[config.mk]
export PLATFORM = sky130hd
export DESIGN_NAME = contador_lector
export DESIGN_NICKNAME = d
export VERILOG_FILES = /design/src/rtl/contador_lector_pkg.sv /design/src/rtl/contador_lector_timeout.sv /design/src/rtl/contador_lector.sv
export SDC_FILE = /design/constraint.sdc
export NUM_CORES = 1
export LEC_CHECK = 0
export ABC_AREA = 1
export BUFFER_PORTS_ARGS = -buffer_cell sky130_fd_sc_hd__buf_2
export CAP_MARGIN = 30
export CORE_MARGIN = 2
export CORE_UTILIZATION = 44
export DETAILED_ROUTE_END_ITERATION = 8
export MAX_ROUTING_LAYER = met4
export PLACE_DENSITY = 0.72
export SYNTH_ARGS = -nofsm -noshare
export SYNTH_HDL_FRONTEND = slang
export SYNTH_SLANG_ARGS = --single-unit
[constraint.sdc]
create_clock -name clk -period 1.2 [get_ports clk]
set_clock_uncertainty 0.15 [all_clocks]
set_input_delay 0.18 -clock clk [delete_from_list [all_inputs] [get_ports clk]]
set_output_delay 0.18 -clock clk [all_outputs]
set_load 0.05 [all_outputs]
[src/rtl/contador_lector_pkg.sv]
// Shared definitions for the counter-readout initiator (contador_lector).
// State encoding, index width and parameter defaults live here so the top
// and its timeout sub-module agree on them.
package contador_lector_pkg;

   // Index bus width is fixed by the responder interface (up to 8 counters).
   localparam int IDX_W       = 3;

   // Default configuration of a sweep.
   localparam int NUM_CNT_DEF = 5;
   localparam int DATA_W_DEF  = 6;
   localparam int TIMEOUT_DEF = 4;

   // Sweep controller states.
   typedef enum logic [2:0] {
      IDLE_S    = 3'd0,
      WAIT_IDLE = 3'd1,
      REQ_S     = 3'd2,
      GAP_S     = 3'd3,
      DONE_S    = 3'd4
   } state_t;

endpackage

[src/rtl/contador_lector_timeout.sv]
// lector_timeout: loadable / clearable down-counter used to bound how long
// the sweep waits in REQ_S for the responder. `expired` flags the last
// allowed wait cycle so the controller can abandon the index on that edge.
module lector_timeout
   import contador_lector_pkg::*;
#(
   parameter int TIMEOUT = TIMEOUT_DEF
) (
   input  logic clk,
   input  logic reset,
   input  logic clear,
   input  logic load,
   input  logic dec,
   output logic expired
);

   localparam int CW = $clog2(TIMEOUT + 1);

   logic [CW-1:0] cnt_q;

   // Load wins over clear so a GAP_S -> REQ_S hop re-arms the full budget.
   always_ff @(posedge clk) begin
      if (reset)
         cnt_q <= '0;
      else if (load)
         cnt_q <= CW'(TIMEOUT);
      else if (clear)
         cnt_q <= '0;
      else if (dec && (cnt_q != '0))
         cnt_q <= cnt_q - CW'(1);
   end

   // One count left means this REQ_S cycle is the last one we wait.
   assign expired = (cnt_q == CW'(1));

endmodule

[src/rtl/contador_lector.sv]
// contador_lector: on `start`, walks idx 0..NUM_CNT-1 over the req/idx ->
// valid/data_in handshake, re-emits each returned count as a registered
// (out_idx, out_data) pulse, and pulses `done` at the end of the sweep.
// Indices the responder never answers are abandoned after TIMEOUT cycles
// and flagged through the sticky err_timeout.
// Optional feature: define TOTAL_SUM_EN to accumulate the captured counts on
// `total`; without it `total` is tied to zero and no adder exists.
module contador_lector
   import contador_lector_pkg::*;
#(
   parameter int NUM_CNT = NUM_CNT_DEF,
   parameter int DATA_W  = DATA_W_DEF,
   parameter int TIMEOUT = TIMEOUT_DEF
) (
   input  logic              clk,
   input  logic              reset,
   input  logic              start,
   input  logic              idle,
   input  logic              valid,
   input  logic [DATA_W-1:0] data_in,
   output logic              req,
   output logic [IDX_W-1:0]  idx,
   output logic              out_valid,
   output logic [IDX_W-1:0]  out_idx,
   output logic [DATA_W-1:0] out_data,
   output logic              busy,
   output logic              done,
   output logic              err_timeout,
   output logic [DATA_W+2:0] total
);

   state_t             state_q, state_d;
   logic [IDX_W-1:0]   idx_q;
   logic               tmr_load, tmr_clear, tmr_dec, tmr_expired;

   // Qualified events derived from registered state and the responder.
   logic in_req, accept, capture, give_up, last_idx;

   assign in_req   = (state_q == REQ_S);
   assign accept   = (state_q == IDLE_S) && start;
   // The responder only answers while we request; valid elsewhere is noise.
   assign capture  = in_req && valid;
   // An idle drop takes priority over the timeout: that index is retried.
   assign give_up  = in_req && !valid && idle && tmr_expired;
   assign last_idx = (idx_q == IDX_W'(NUM_CNT - 1));

   // State register.
   always_ff @(posedge clk) begin
      if (reset)
         state_q <= IDLE_S;
      else
         state_q <= state_d;
   end

   // Next-state logic for the sweep.
   always_comb begin
      state_d = state_q;
      unique case (state_q)
         IDLE_S:
            if (start)
               state_d = idle ? REQ_S : WAIT_IDLE;
         WAIT_IDLE:
            if (idle)
               state_d = REQ_S;
         REQ_S:
            if (valid || give_up)
               state_d = last_idx ? DONE_S : GAP_S;
            else if (!idle)
               state_d = WAIT_IDLE;
         GAP_S:
            state_d = idle ? REQ_S : WAIT_IDLE;
         DONE_S:
            state_d = IDLE_S;
         default:
            state_d = IDLE_S;
      endcase
   end

   // Outputs decoded from the registered state.
   always_comb begin
      req  = (state_q == REQ_S);
      busy = (state_q != IDLE_S);
      done = (state_q == DONE_S);
   end

   // Timer control: arm on every REQ_S entry, tick on each unanswered
   // REQ_S cycle, and drop the count when the index is left or paused.
   always_comb begin
      tmr_load  = (state_d == REQ_S) && (state_q != REQ_S);
      tmr_clear = (state_q == GAP_S) ||
                  (in_req && (state_d == WAIT_IDLE));
      tmr_dec   = in_req && !valid && idle;
   end

   lector_timeout #(
      .TIMEOUT (TIMEOUT)
   ) u_timeout (
      .clk     (clk),
      .reset   (reset),
      .clear   (tmr_clear),
      .load    (tmr_load),
      .dec     (tmr_dec),
      .expired (tmr_expired)
   );

   // Index register: restarts on an accepted start, advances only in GAP_S
   // so it is stable for the whole REQ_S residency (including retries).
   always_ff @(posedge clk) begin
      if (reset)
         idx_q <= '0;
      else if (accept)
         idx_q <= '0;
      else if (state_q == GAP_S)
         idx_q <= idx_q + IDX_W'(1);
   end

   assign idx = idx_q;

   // Captured-count stream: one-cycle pulse the cycle after the handshake.
   always_ff @(posedge clk) begin
      if (reset) begin
         out_valid <= 1'b0;
         out_idx   <= '0;
         out_data  <= '0;
      end else begin
         out_valid <= capture;
         if (capture) begin
            out_idx  <= idx_q;
            out_data <= data_in;
         end
      end
   end

   // Sticky timeout flag, scoped to one sweep.
   always_ff @(posedge clk) begin
      if (reset)
         err_timeout <= 1'b0;
      else if (accept)
         err_timeout <= 1'b0;
      else if (give_up)
         err_timeout <= 1'b1;
   end

`ifdef TOTAL_SUM_EN
   // Running sum of captured counts; three extra bits cover eight counters.
   always_ff @(posedge clk) begin
      if (reset)
         total <= '0;
      else if (accept)
         total <= '0;
      else if (capture)
         total <= total + {3'b000, data_in};
   end
`else
   assign total = '0;
`endif

endmodule
==> qor_table.md <==
| Group | Quantity | Value |
| --- | --- | --- |
| clocking | Clock-pin transition on the worst setup and hold timing paths | 120 ps |
| power | Power consumption | 0.00162 W |
| power | Net Switching | 0.000594 W |
| synthesis | Average instance area after synthesis | 7.96 µm² |
| synthesis | Post-synthesis compound-gate area fraction | 0.140 |
| clocking | Max H-tree Level | 1 |
| detailed routing | Post-DR wirelength/cell | 14.9 µm |
| hold path | Hold Path Depth | 4 |
| grt | Global-route wire length before repair | 4.73 mm |
| timing | Part of the cycle the worst path needs | 1.30 |
| floorplanning | Floorplan Core Area | 0.00225 mm² |
| critical path | Critical path's most frequent cell | inv_4 |
| grt | Maximum number of pins on one net before global-route repair | 12 |
| grt | Initial antenna violation count | 0 |
| placed design | Placed cell area | 0.00139 mm² |
| power | Internal Power | 0.00103 W |
| timing | Final Worst Setup Slack | -358 ps |
| status | Failing checks | negative setup slack |
| synthesis | Share of the synthesized area in the top cell type | 0.376 |
| clocking | Number of buffers created by CTS | 3 |
| detailed routing | Via/cell ratio | 4.87 |
| final layout | Relative area change from synthesis to final layout | 81.0% |
| floorplanning | Horizontal extent of the die | 53.2 µm |
| detailed routing | Remaining antenna violation count after routing | 0 |
| detailed routing | Routed length on met2 | 1.86 mm |
| clocking | Root buffer cell | clkbuf_4 |
| grt | Remaining global-route overflow | 0 |
| critical path | Nature of the critical path startpoint | flip-flop |
| critical path | Endpoint class of the critical path | flip-flop |
| power | Power per unit of standard cell area | 841 mW/mm² |
| synthesis | Sequential fraction of the synthesis area | 0.376 |
| synthesis | Post-synth EDFFs | 0 |
| placed design | Number of buffers inserted by port buffering | 27 |
| detailed routing | Wire length on met3 | 171 µm |
| hold path | HP Start | idle |
| placed design | Routability congestion estimate from global placement | 0.824 |
| detailed routing | Count of routing violations after the opening detailed-route iteration | 14 |
| timing | Final Slew Violations | 0 |
| critical path | CP Data Required Time | 1260 ps |
| synthesis | Area share of xor/xnor cells in the synthesized design | 0.0246 |
| detailed routing | Total routed wire length on the met1 layer | 1.33 mm |
| critical path | Series of cell instances along the critical path | inv_4 -> nor3_4 -> inv_2 -> nor2_4 -> inv_4 -> nor2_2 -> nor2_1 |
| clocking | CTS Sinks | 20 |
| floorplanning | Chip Height | 53.2 µm |
| final layout | Most common cell after layout, fill and taps aside | buf_4 |
| status | Outcome | finished, violations left |
| synthesis | Asr flop ratio synth | 0 |
| synthesis | Proportion of synthesized area in mux cells | 0 |
| detailed routing | TritonRoute pass-1 iters | 4 |
| power | Share of total power consumed by net switching | 0.366 |
| floorplanning | Overall die area | 0.00283 mm² |
| clocking | Clock insertion delay at the later pin of the skew report | 300 ps |
| critical path | WP data arrival | 1610 ps |
| hold path | End point of the worst hold path | state_q[0] |
| clocking | Clock tree from TritonCTS | yes |
| timing | Final number of setup-violating endpoints | 25 |
| detailed routing | Top layer used by detailed routing | met4 |
| critical path | Crit path largest cell delay | 400 ps |
| floorplanning | Number of rows in the core area | 17 |
| synthesis | Main synth FF type | dfxtp_1 |
| final layout | Total non-filler cell area in the finished layout | 0.00193 mm² |
| power | Worst vdd ir | 0.935 mV |
| critical path | Number of cells traversed by the worst register-to-register path | 7 |
| detailed routing | Post-route DRC violation count | 0 |
| placed design | Estimated wirelength of the detail-placed design | 1.84 mm |
| synthesis | Simple-Gate Fraction of Synth Area | 0.249 |
| synthesis | Count of synthesis-stage warnings from yosys | 0 |
| final layout | Count of nets after finishing | 219 |
| power | Power share of the combinational group | 0.350 |
| synthesis | Number of unique standard cell types used by synthesis | 29 |
| synthesis | Synthesized instance count | 134 |
| timing | Setup repair after global routing missed its margin | true |
| power | Clock network fraction of design power | 0.208 |
| critical path | Kind of cell with the highest combined delay on the critical path | simple AND/OR/NAND/NOR gates |
| critical path | Slowest library cell on the worst path | dfxtp_4 |
| timing | Tmin final | 1560 ps |
| power | Power share of the sequential group | 0.442 |
| synthesis | Post-synthesis instance area | 0.00107 mm² |
| floorplanning | Starting Density | 0.473 |
| timing | Worst hold-check slack | 67.8 ps |
| detailed routing | Via Count | 1119 |
| grt | Vias in the first global route | 1093 |
| job | Count of max-cap constraint violations | 0 |
| synthesis | Top cells by area in the synthesized netlist | dfxtp_1, buf_4, nor2_1, ha_1, inv_1 |
| final layout | Diode count | 0 |
| power | Leakage power total | 0.854 nW |
| floorplanning | I/O pin cnt | 37 |
| synthesis | Main combinational cell family by area after synthesis | simple AND/OR/NAND/NOR gates |
| synthesis | Most area-hungry cell type in the Yosys netlist | dfxtp_1 |
| timing | Fmax | 642 MHz |
| synthesis | Post-synthesis register bit count | 20 |
| synthesis | Adder and majority gate portion of the synthesized area | 0.0587 |
| timing | Sum of negative setup slack | -6230 ps |
| critical path | Count of cell instances traversed by the critical path | 7 |
| critical path | Reg2reg start | state_q[1] |
| timing | Number of hold violations in the final report | 0 |
| critical path | Reg2Reg Capture Point | out_data[2] |
| grt | Global Route Usage Sum | 0.236 |
| final layout | Share of final-layout standard cells stronger than drive strength 1 | 0.673 |
| critical path | Max FO, Critical Path | 8 |
| detailed routing | Total Wirelength | 3.43 mm |
| critical path | Setup Crit Path Kind | reg2reg |
| critical path | Reg-to-reg setup timing slack | -360 ps |
| critical path | Number of buffers and inverters on the critical path | 3 |
| clocking | Maximum buffer depth of the clock tree | 2 |
| hold path | Worst hold-check path type | in2reg |
| final layout | Commonest cells after routing, fill and taps aside | buf_4, buf_6, nor2_1 |
worst max path at each step:
stage,startpoint,end,slack (ps)
global route,state_q[1],out_data[3],-420
CTS,state_q[0],busy,-300
finish,state_q[1],out_data[2],-360
floorplan,state_q[1],out_data[0],-500
detailed placement,state_q[0],u_timeout.cnt_q[1],-300
global placement,state_q[0],u_timeout.cnt_q[1],-240
synthesized netlist by cell type, types with 2 or more instances:
cell,count
a21oi_1,7
buf_4,10
dfxtp_1,20
ha_1,5
inv_1,15
inv_2,3
nand2_1,13
nand2_2,4
nand3_1,6
nor2_1,19
nor2_4,2
nor3_1,2
o21ai_0,10
xor2_1,3
worst reg2reg max path, cell delays in order (launching register included):
cell and delay (ps):
dfxtp_4 400, inv_4 50, nor3_4 250, inv_2 90, nor2_4 200, inv_4 100
nor2_2 130, nor2_1 80
metrics by stage:
stage                     worst slack (ps)  utilization  std cells
after floorplan                       -504            -        142
after global placement                -236        0.617        208
after detailed placement              -295        0.617        208
after CTS                             -303        0.791        227
after global routing                  -417        0.856        230
final                                 -358        0.856        230
metal layers:
layer,up-vias,track usage
met5,-,-
met4,0,0.0385
met3,8,0.0339
met2,39,0.444
met1,526,0.265
li1,546,-
what timing repair did:
item / in CTS / in global routing
endpoints found under the hold margin: 11 / 0
pin swaps: 19 / 16
hold buffers: 7 / 0
buffers inserted: 9 / 5
endpoints found under the setup margin: 37 / 36
resized for setup: 82 / 39
power groups by stage:
stage / clock network (W) / logic [W] / registers, W
after floorplan: 0 / 0.000248 / 0.000777
after global placement: 0 / 0.000392 / 0.000720
after detailed placement: 0 / 0.000400 / 0.000721
after CTS: 0.000333 / 0.000516 / 0.000713
after global routing: 0.000365 / 0.000597 / 0.000720
final: 0.000338 / 0.000568 / 0.000717
state kept, by name, indices dropped and copies added, names as in the netlist:
name             flops
u_timeout.cnt_q      3
out_idx              3
idx                  3
out_data             6
out_valid            1
err_timeout          1
state_q              3
final cells by class:
class,instances,area (µm²)
tap,28,35.0
clock inverter,1,3.75
clock buffer,3,22.5
sequential,20,442
multi-input combinational,92,732
timing repair buffer,68,619
inverter,18,75.1
fill,101,325
kinds of logic after synthesis:
kind of cell	count (synthesis)
AND/OR/NAND/NOR	52
buffers and inverters	30
AO/OA/AOI/OAI	23
flip-flops	20
adder cells (fa/ha/maj)	5
XOR/XNOR	3
other	1
Power figures use the tool's default switching activity.
